## src/rtl/input_mapper_pkg.sv

```systemverilog
// Shared constants and types for the player-input front end: PS/2 scancode map,
// held-key record layout and hps_io joystick bit positions.
package input_mapper_pkg;

    localparam int KBD_PLAYERS  = 2;
    localparam int KBD_BUTTONS  = 3;
    localparam int JOY_BTN_BASE = 4;

    localparam logic [7:0] SC_P1_UP    = 8'h75;
    localparam logic [7:0] SC_P1_DOWN  = 8'h72;
    localparam logic [7:0] SC_P1_LEFT  = 8'h6B;
    localparam logic [7:0] SC_P1_RIGHT = 8'h74;
    localparam logic [7:0] SC_P1_BTN1  = 8'h14;
    localparam logic [7:0] SC_P1_BTN2  = 8'h11;
    localparam logic [7:0] SC_P1_BTN3  = 8'h29;
    localparam logic [7:0] SC_P1_START = 8'h16;
    localparam logic [7:0] SC_P1_COIN  = 8'h2E;
    localparam logic [7:0] SC_P1_PAUSE = 8'h4D;

    localparam logic [7:0] SC_P2_UP    = 8'h2D;
    localparam logic [7:0] SC_P2_DOWN  = 8'h2B;
    localparam logic [7:0] SC_P2_LEFT  = 8'h23;
    localparam logic [7:0] SC_P2_RIGHT = 8'h34;
    localparam logic [7:0] SC_P2_BTN1  = 8'h1C;
    localparam logic [7:0] SC_P2_BTN2  = 8'h1B;
    localparam logic [7:0] SC_P2_BTN3  = 8'h15;
    localparam logic [7:0] SC_P2_START = 8'h1E;
    localparam logic [7:0] SC_P2_COIN  = 8'h36;

    localparam logic [7:0] SC_SERVICE1 = 8'h46;
    localparam logic [7:0] SC_SERVICE2 = 8'h45;

    typedef struct packed {
        logic       toggle;
        logic       pressed;
        logic       extended;
        logic [7:0] code;
    } ps2_key_t;

    typedef struct packed {
        logic                   up;
        logic                   down;
        logic                   left;
        logic                   right;
        logic [KBD_BUTTONS-1:0] btn;
        logic                   start;
        logic                   coin;
        logic                   pause;
    } kbd_player_t;

    function automatic int joy_start_idx(input int nb);
        return JOY_BTN_BASE + nb;
    endfunction

    function automatic int joy_coin_idx(input int nb);
        return JOY_BTN_BASE + nb + 1;
    endfunction

    function automatic int joy_pause_idx(input int nb);
        return JOY_BTN_BASE + nb + 2;
    endfunction

endpackage

```

## src/rtl/input_mapper_if.sv

```systemverilog
// Host-side bundle of the input mapper: hps_io inputs in, per-player controls out.
// autofire_mask exists only when INPUT_MAPPER_AUTOFIRE_EN is defined.
interface input_mapper_if #(
    parameter int NUM_PLAYERS = 2,
    parameter int NUM_BUTTONS = 3,
    parameter int JOY_W       = 11
);

    logic [10:0]                      ps2_key;
    logic                             kbd_clear;
    logic [NUM_PLAYERS*JOY_W-1:0]     joystick;
`ifdef INPUT_MAPPER_AUTOFIRE_EN
    logic [NUM_BUTTONS-1:0]           autofire_mask;
`endif
    logic [NUM_PLAYERS*4-1:0]         p_dir;
    logic [NUM_PLAYERS*NUM_BUTTONS-1:0] p_buttons;
    logic [NUM_PLAYERS-1:0]           p_start;
    logic [NUM_PLAYERS-1:0]           p_coin;
    logic [NUM_PLAYERS-1:0]           p_pause;
    logic [1:0]                       service;

    modport master (
`ifdef INPUT_MAPPER_AUTOFIRE_EN
        output autofire_mask,
`endif
        output ps2_key, kbd_clear, joystick,
        input  p_dir, p_buttons, p_start, p_coin, p_pause, service
    );

    modport slave (
`ifdef INPUT_MAPPER_AUTOFIRE_EN
        input  autofire_mask,
`endif
        input  ps2_key, kbd_clear, joystick,
        output p_dir, p_buttons, p_start, p_coin, p_pause, service
    );

endinterface

```

## src/rtl/input_mapper_coin_stretch.sv

```systemverilog
// Coin pulse stretcher: holds the registered coin output high for at least
// COIN_MIN_CYCLES cycles after each rising edge of the raw coin request.
module coin_stretch #(
    parameter logic [15:0] COIN_MIN_CYCLES = 16'd50000
) (
    input  logic clk_sys,
    input  logic RESET,
    input  logic raw_i,
    output logic coin_o
);

    localparam int CNT_W = (COIN_MIN_CYCLES == 16'd0) ? 1 : $clog2(int'(COIN_MIN_CYCLES) + 1);
    localparam logic [CNT_W-1:0] CNT_LOAD = CNT_W'(COIN_MIN_CYCLES);

    logic             raw_q;
    logic             coin_q, coin_d;
    logic [CNT_W-1:0] cnt_q, cnt_d;

    // NOTE: every signal driven from always_comb gets a default first, so no path leaves it unassigned and no latch is inferred.
    always_comb begin
        cnt_d = cnt_q;
        if (raw_i && !raw_q) begin
            cnt_d = CNT_LOAD;
        end else if (cnt_q != '0) begin
            cnt_d = cnt_q - CNT_W'(1);
        end
        coin_d = raw_i | (cnt_q != '0);
    end

    // NOTE: state registers use non-blocking assignments so all flops update together on the edge.
    always_ff @(posedge clk_sys or posedge RESET) begin
        if (RESET) begin
            raw_q  <= 1'b0;
            cnt_q  <= '0;
            coin_q <= 1'b0;
        end else begin
            raw_q  <= raw_i;
            cnt_q  <= cnt_d;
            coin_q <= coin_d;
        end
    end

    assign coin_o = coin_q;

endmodule

```

## src/rtl/input_mapper.sv

```systemverilog
// Player-input front end: decodes PS/2 key events into held keys, merges them with
// hps_io joystick words and registers per-player controls. Optional: INPUT_MAPPER_AUTOFIRE_EN.
module input_mapper
    import input_mapper_pkg::*;
#(
    parameter int          NUM_PLAYERS          = 2,
    parameter int          NUM_BUTTONS          = 3,
    parameter int          JOY_W                = 11,
    parameter logic [15:0] COIN_MIN_CYCLES      = 16'd50000,
    parameter logic [23:0] AUTOFIRE_HALF_PERIOD = 24'd1000000
) (
    input logic           clk_sys,
    input logic           RESET,
    input_mapper_if.slave mapper
);

    ps2_key_t                      ps2;
    logic                          primed_q;
    logic                          last_toggle_q;
    logic                          key_event;
    kbd_player_t [KBD_PLAYERS-1:0] kbd_q, kbd_d;
    logic [1:0]                    svc_q, svc_d;
    logic [1:0]                    service_q;
    logic [NUM_BUTTONS-1:0]        af_gate;
    logic                          unused_ext;

    assign ps2        = ps2_key_t'(mapper.ps2_key);
    assign unused_ext = ps2.extended;

    // The first edge after reset only samples the toggle bit, so a toggle already high is not an event.
    assign key_event = primed_q && (ps2.toggle != last_toggle_q);

    always_comb begin
        kbd_d = kbd_q;
        svc_d = svc_q;
        if (mapper.kbd_clear) begin
            kbd_d = '0;
            svc_d = '0;
        end else if (key_event) begin
            case (ps2.code)
                SC_P1_UP:    kbd_d[0].up     = ps2.pressed;
                SC_P1_DOWN:  kbd_d[0].down   = ps2.pressed;
                SC_P1_LEFT:  kbd_d[0].left   = ps2.pressed;
                SC_P1_RIGHT: kbd_d[0].right  = ps2.pressed;
                SC_P1_BTN1:  kbd_d[0].btn[0] = ps2.pressed;
                SC_P1_BTN2:  kbd_d[0].btn[1] = ps2.pressed;
                SC_P1_BTN3:  kbd_d[0].btn[2] = ps2.pressed;
                SC_P1_START: kbd_d[0].start  = ps2.pressed;
                SC_P1_COIN:  kbd_d[0].coin   = ps2.pressed;
                SC_P1_PAUSE: kbd_d[0].pause  = ps2.pressed;
                SC_P2_UP:    kbd_d[1].up     = ps2.pressed;
                SC_P2_DOWN:  kbd_d[1].down   = ps2.pressed;
                SC_P2_LEFT:  kbd_d[1].left   = ps2.pressed;
                SC_P2_RIGHT: kbd_d[1].right  = ps2.pressed;
                SC_P2_BTN1:  kbd_d[1].btn[0] = ps2.pressed;
                SC_P2_BTN2:  kbd_d[1].btn[1] = ps2.pressed;
                SC_P2_BTN3:  kbd_d[1].btn[2] = ps2.pressed;
                SC_P2_START: kbd_d[1].start  = ps2.pressed;
                SC_P2_COIN:  kbd_d[1].coin   = ps2.pressed;
                SC_SERVICE1: svc_d[0]        = ps2.pressed;
                SC_SERVICE2: svc_d[1]        = ps2.pressed;
                default: ;
            endcase
        end
    end

    always_ff @(posedge clk_sys or posedge RESET) begin
        if (RESET) begin
            primed_q      <= 1'b0;
            last_toggle_q <= 1'b0;
            kbd_q         <= '0;
            svc_q         <= '0;
            service_q     <= '0;
        end else begin
            primed_q      <= 1'b1;
            last_toggle_q <= ps2.toggle;
            kbd_q         <= kbd_d;
            svc_q         <= svc_d;
            service_q     <= svc_q;
        end
    end

    assign mapper.service = service_q;

`ifdef INPUT_MAPPER_AUTOFIRE_EN
    logic [23:0] af_cnt_q;
    logic        af_phase_q;

    always_ff @(posedge clk_sys or posedge RESET) begin
        if (RESET) begin
            af_cnt_q   <= '0;
            af_phase_q <= 1'b0;
        end else if (af_cnt_q == AUTOFIRE_HALF_PERIOD - 24'd1) begin
            af_cnt_q   <= '0;
            af_phase_q <= ~af_phase_q;
        end else begin
            af_cnt_q   <= af_cnt_q + 24'd1;
        end
    end

    assign af_gate = ~mapper.autofire_mask | {NUM_BUTTONS{af_phase_q}};
`else
    localparam logic [23:0] unused_af_half = AUTOFIRE_HALF_PERIOD;
    assign af_gate = '1;
`endif

    for (genvar p = 0; p < NUM_PLAYERS; p++) begin : g_player
        logic [JOY_W-1:0]       joy;
        kbd_player_t            kbd;
        logic [NUM_BUTTONS-1:0] kbd_btn;
        logic [3:0]             dir_d, dir_q;
        logic [NUM_BUTTONS-1:0] btn_d, btn_q;
        logic                   start_d, start_q;
        logic                   pause_d, pause_q;
        logic                   coin_raw, coin_out;
        logic                   unused_kbd_btn;

        assign joy            = mapper.joystick[p*JOY_W +: JOY_W];
        assign unused_kbd_btn = ^kbd.btn;

        if (p < KBD_PLAYERS) begin : g_kbd
            assign kbd = kbd_q[p];
        end else begin : g_no_kbd
            assign kbd = '0;
        end

        // Buttons past the keyboard map are driven by the joystick alone.
        for (genvar i = 0; i < NUM_BUTTONS; i++) begin : g_btn
            if (i < KBD_BUTTONS) begin : g_mapped
                assign kbd_btn[i] = kbd.btn[i];
            end else begin : g_joy_only
                assign kbd_btn[i] = 1'b0;
            end
        end

        if (JOY_W > NUM_BUTTONS + 7) begin : g_spare
            logic unused_joy;
            assign unused_joy = ^joy[JOY_W-1:NUM_BUTTONS+7];
        end

        assign dir_d    = joy[3:0] | {kbd.up, kbd.down, kbd.left, kbd.right};
        assign btn_d    = (joy[JOY_BTN_BASE +: NUM_BUTTONS] | kbd_btn) & af_gate;
        assign start_d  = joy[joy_start_idx(NUM_BUTTONS)] | kbd.start;
        assign pause_d  = joy[joy_pause_idx(NUM_BUTTONS)] | kbd.pause;
        assign coin_raw = joy[joy_coin_idx(NUM_BUTTONS)]  | kbd.coin;

        always_ff @(posedge clk_sys or posedge RESET) begin
            if (RESET) begin
                dir_q   <= '0;
                btn_q   <= '0;
                start_q <= 1'b0;
                pause_q <= 1'b0;
            end else begin
                dir_q   <= dir_d;
                btn_q   <= btn_d;
                start_q <= start_d;
                pause_q <= pause_d;
            end
        end

        coin_stretch #(
            .COIN_MIN_CYCLES(COIN_MIN_CYCLES)
        ) u_coin (
            .clk_sys(clk_sys),
            .RESET  (RESET),
            .raw_i  (coin_raw),
            .coin_o (coin_out)
        );

        assign mapper.p_dir[p*4 +: 4]                       = dir_q;
        assign mapper.p_buttons[p*NUM_BUTTONS +: NUM_BUTTONS] = btn_q;
        assign mapper.p_start[p]                            = start_q;
        assign mapper.p_pause[p]                            = pause_q;
        assign mapper.p_coin[p]                             = coin_out;
    end

endmodule

```

## src/flat_wrapper.sv

```systemverilog
// flat-port wrapper written by rule: the top's interface ports become plain ports
module input_mapper_flat import input_mapper_pkg::*;
#(
    parameter int          NUM_PLAYERS          = 2,
    parameter int          NUM_BUTTONS          = 3,
    parameter int          JOY_W                = 11,
    parameter logic [15:0] COIN_MIN_CYCLES      = 16'd50000,
    parameter logic [23:0] AUTOFIRE_HALF_PERIOD = 24'd1000000
)
  (clk_sys, RESET, mapper_ps2_key, mapper_kbd_clear, mapper_joystick, mapper_p_dir, mapper_p_buttons, mapper_p_start, mapper_p_coin, mapper_p_pause, mapper_service);
  input_mapper_if #(.NUM_PLAYERS(NUM_PLAYERS), .NUM_BUTTONS(NUM_BUTTONS), .JOY_W(JOY_W)) mapper_i ();
  input logic clk_sys;
  input logic RESET;
  input wire logic [$bits(mapper_i.ps2_key)-1:0] mapper_ps2_key;
  input wire logic [$bits(mapper_i.kbd_clear)-1:0] mapper_kbd_clear;
  input wire logic [$bits(mapper_i.joystick)-1:0] mapper_joystick;
  output wire logic [$bits(mapper_i.p_dir)-1:0] mapper_p_dir;
  output wire logic [$bits(mapper_i.p_buttons)-1:0] mapper_p_buttons;
  output wire logic [$bits(mapper_i.p_start)-1:0] mapper_p_start;
  output wire logic [$bits(mapper_i.p_coin)-1:0] mapper_p_coin;
  output wire logic [$bits(mapper_i.p_pause)-1:0] mapper_p_pause;
  output wire logic [$bits(mapper_i.service)-1:0] mapper_service;
  assign mapper_i.ps2_key = mapper_ps2_key;
  assign mapper_i.kbd_clear = mapper_kbd_clear;
  assign mapper_i.joystick = mapper_joystick;
  assign mapper_p_dir = mapper_i.p_dir;
  assign mapper_p_buttons = mapper_i.p_buttons;
  assign mapper_p_start = mapper_i.p_start;
  assign mapper_p_coin = mapper_i.p_coin;
  assign mapper_p_pause = mapper_i.p_pause;
  assign mapper_service = mapper_i.service;
  input_mapper #(.NUM_PLAYERS(NUM_PLAYERS), .NUM_BUTTONS(NUM_BUTTONS), .JOY_W(JOY_W), .COIN_MIN_CYCLES(COIN_MIN_CYCLES), .AUTOFIRE_HALF_PERIOD(AUTOFIRE_HALF_PERIOD)) u_core (.clk_sys(clk_sys), .RESET(RESET), .mapper(mapper_i));
endmodule
```

## config.mk

```make
export PLATFORM = sky130hd
export DESIGN_NAME = input_mapper_flat
export DESIGN_NICKNAME = d
export VERILOG_FILES = /design/src/rtl/input_mapper_pkg.sv /design/src/rtl/input_mapper_if.sv /design/src/rtl/input_mapper_coin_stretch.sv /design/src/rtl/input_mapper.sv /design/src/flat_wrapper.sv
export SDC_FILE = /design/constraint.sdc
export NUM_CORES = 1
export LEC_CHECK = 0
export CAP_MARGIN = 10
export CORE_UTILIZATION = 40
export CTS_CLUSTER_SIZE = 20
export DETAILED_ROUTE_END_ITERATION = 10
export PLACE_DENSITY = 0.66
export SETUP_SLACK_MARGIN = 0.05
export SYNTH_ARGS = -nofsm -noshare
export SYNTH_HDL_FRONTEND = slang
export SYNTH_SLANG_ARGS = --single-unit
```

## constraint.sdc

```tcl
create_clock -name clk_sys -period 2.75 [get_ports clk_sys]
set_clock_uncertainty 0.05 [all_clocks]
set_input_delay 0.275 -clock clk_sys [delete_from_list [all_inputs] [get_ports clk_sys]]
set_output_delay 0.275 -clock clk_sys [all_outputs]
set_load 0.01 [all_outputs]
```

==> flow_metrics.env <==
export IMPL_netlist_area_um2=3740
export IMPL_slew_viol_final=0
export IMPL_post_cts_setup_buffer_count=0
export IMPL_async_reset_ff_frac=1.00
export IMPL_cts_tree="done"
export IMPL_grt_pass1_vias=2731
export IMPL_clock_power_share=0.343
export IMPL_combPwrFrac=0.169
export IMPL_start_util=0.421
export IMPL_clock_sinks=79
export IMPL_worst_pin_slew_ns=0.821
export IMPL_ys_warn_count=0
export IMPL_holdWs_ns=0.260
export IMPL_diodes=0
export IMPL_layout_commonest_cell="dfrtp_1"
export IMPL_cp_end_kind="register"
export IMPL_synth_top_area_share=0.528
export IMPL_relSlewSlack=0.451
export IMPL_rsz0062_at_grt="no"
export IMPL_synth_seq_cells=79
export IMPL_holdBufCountCts=0
export IMPL_hold_class="input pin to async pin"
export IMPL_hold_viol=0
export IMPL_io_buffers=54
export IMPL_drive_gt1_frac=0.113
export IMPL_cts_resized=0
export IMPL_synth_area_per_cell_um2=10.4
export IMPL_core_region_area_um2=8890
export IMPL_nets=449
export IMPL_overflow=0
export IMPL_grt_first_pass_wirelength_um=13200
export IMPL_netSwitchingFraction=0.282
export IMPL_cts_buffers=9
export IMPL_synth_area_leaders="dfrtp_1 53%, mux2i_1 6.4%, nor4_1 4.3%"
export IMPL_switching_power_w=0.000806
export IMPL_status="finished, final reports clean"
export IMPL_track_usage=0.173
export IMPL_areaGrowthSynthToFinish_pct=22.9
export IMPL_syn_inst=359
export IMPL_io_pins=58
export IMPL_path_clk_slew_ns=0.08
export IMPL_fin_ws_ns=0.473
export IMPL_drt_iter0_markers=87
export IMPL_num_vias=2934
export IMPL_worstPathRequired_ns=2.98
export IMPL_ir_worst_vdd_mv=0.228
export IMPL_via_per_inst=5.61
export IMPL_finalSetupTns_ns=0
export IMPL_fin_crit_sh=0.828
export IMPL_pre_cts_ws_ns=0.331
export IMPL_power_density_nw_per_um2=623
export IMPL_grt_max_degree=45
export IMPL_min_period_ns=2.28
export IMPL_dp_hpwl_um=5420
export IMPL_die_width_um=98.7
export IMPL_seq_power_share=0.488
export IMPL_wl_um=7860
export IMPL_dr_pass1_iters=4
export IMPL_max_clock_path_buffers=2
export IMPL_start_kind="register"
export IMPL_ant_nets=0
export IMPL_wl_per_cell_um=15.0
export IMPL_cp_arrival_ns=2.51
export IMPL_drv_cap=0
export IMPL_worstSkewPairLatency_ns=0.35
export IMPL_crit_path_max_fanout=6
export IMPL_syn_num_nets=397
export IMPL_drc=0
export IMPL_crit_type="register to register"
export IMPL_fmax_ghz=0.439
export IMPL_final_cell_mix="79 x dfrtp_1, 54 x clkdlybuf4s50_1, 33 x nor2_1"
export IMPL_die_area_um2=9740
export IMPL_die_h_um=98.7
export IMPL_grt_antenna_before_repair=0
export IMPL_synth_seq_area_share=0.528
export IMPL_htree_levels=3
export IMPL_p_int_w=0.00206
export IMPL_synthFlopType="dfrtp_1"
export IMPL_gp_congestion=0.795
export IMPL_row_count=34
export IMPL_synth_top_cell_by_area="dfrtp_1"
export IMPL_fin_util=0.517
export IMPL_synth_distinct_cells=51
export IMPL_setup_viol_count_final=0
export IMPL_p_leak_nw=1.81
export IMPL_root_buffer="clkbuf_8"
export IMPL_synth_edf_count=0
## worst max-delay path, stage by stage, from the launching register on
cell and delay [ns]:
dfrtp_1 0.42, inv_1 0.09, ha_1 0.19, or3b_4 0.44, or4_4 0.52, or3_1 0.37
a21oi_2 0.13
## logic make-up (layout without fill, tap and decap cells)
kind of cell | count (synthesis) | after routing | share of synthesized area
flops | 79 | 79 | 0.528
other cells | 1 | 1 | 0.00100
mux | 24 | 24 | 0.0642
xor+xnor | 5 | 5 | 0.0117
fa+ha+maj | 2 | 2 | 0.00669
simple gates | 175 | 175 | 0.275
buf+inv | 26 | 82 | 0.0338
compound gates | 47 | 47 | 0.0789
## final timing paths
kind	from	endpoint	slack (ns)	depth (start not counted)
max reg2reg	u_core.g_player[0].u_coin.cnt_q[0]$_DFFE_PP0P_	u_core.g_player[0].u_coin.cnt_q[10]$_DFFE_PP0P_	0.47	6
max	u_core.g_player[0].u_coin.cnt_q[0]$_DFFE_PP0P_	u_core.g_player[0].u_coin.cnt_q[10]$_DFFE_PP0P_	0.47	6
min reg2reg	u_core.svc_q[0]$_DFFE_PP0P_	u_core.mapper.service[0]$_DFF_PP0_	0.33	0
min in group clk_sys	mapper_joystick[20]	u_core.g_player[1].pause_q$_DFF_PP0_	0.31	1
min	RESET	u_core.g_player[1].u_coin.cnt_q[13]$_DFFE_PP0P_	0.26	2
max in group asynchronous	RESET	u_core.g_player[0].u_coin.cnt_q[12]$_DFFE_PP0P_	1.75	3
## state kept, by name, summed over array words and instances (netlist names), 6 cells and up
register / flops
u_core.g_player.btn_q: 6
u_core.g_player.dir_q: 8
u_core.g_player.kbd: 13
u_core.g_player.kbd_btn: 6
u_core.g_player.u_coin.cnt_q: 32
## cells in the mapped netlist (8+ instances only)
| library cell | n |
|---|---|
| mux2i_1 | 24 |
| a21oi_1 | 17 |
| or3_1 | 9 |
| or2_2 | 19 |
| or4_1 | 9 |
| nor4_1 | 26 |
| nor3_1 | 9 |
| inv_1 | 8 |
| nor2_1 | 33 |
| nand2_1 | 20 |
| dfrtp_1 | 79 |
## layout make-up
class                           count  area, um^2
Tap cell                          108         135
Multi-Input combinational cell    254        1640
Timing Repair Buffer               59         591
Clock buffer                       11         151
Clock inverter                      4        76.3
Fill cell                         799        4290
Inverter                            8        31.3
Sequential cell                    79        1980
## power groups by stage
| stage | sequential [W] | combinational, W | clock (W) |
|---|---|---|---|
| after CTS | 0.00139 | 0.000489 | 0.00101 |
| after global placement | 0.00140 | 0.000472 | 0 |
| after detailed placement | 0.00141 | 0.000487 | 0 |
| final | 0.00140 | 0.000485 | 0.000982 |
| after floorplan | 0.00137 | 0.000351 | 0 |
| after global routing | 0.00141 | 0.000543 | 0.00106 |
## stage by stage
step	power (W)	instance area (um^2)	std cells
detailed placement	0.00190	4370	508
floorplan	0.00173	3740	359
global placement	0.00187	4370	508
finish	0.00286	4600	523
CTS	0.00290	4600	523
global route	0.00301	4600	523
## per-layer routing
| layer | global-route usage | share of wire | wire length, um |
|---|---|---|---|
| met4 | 0.0482 | 0.013 | 102 |
| met2 | 0.261 | 0.46 | 3590 |
| met5 | 0 | 0 | 0 |
| met1 | 0.241 | 0.47 | 3730 |
| met3 | 0.0532 | 0.056 | 437 |
Note: power is estimated with default switching activity, not from simulation.
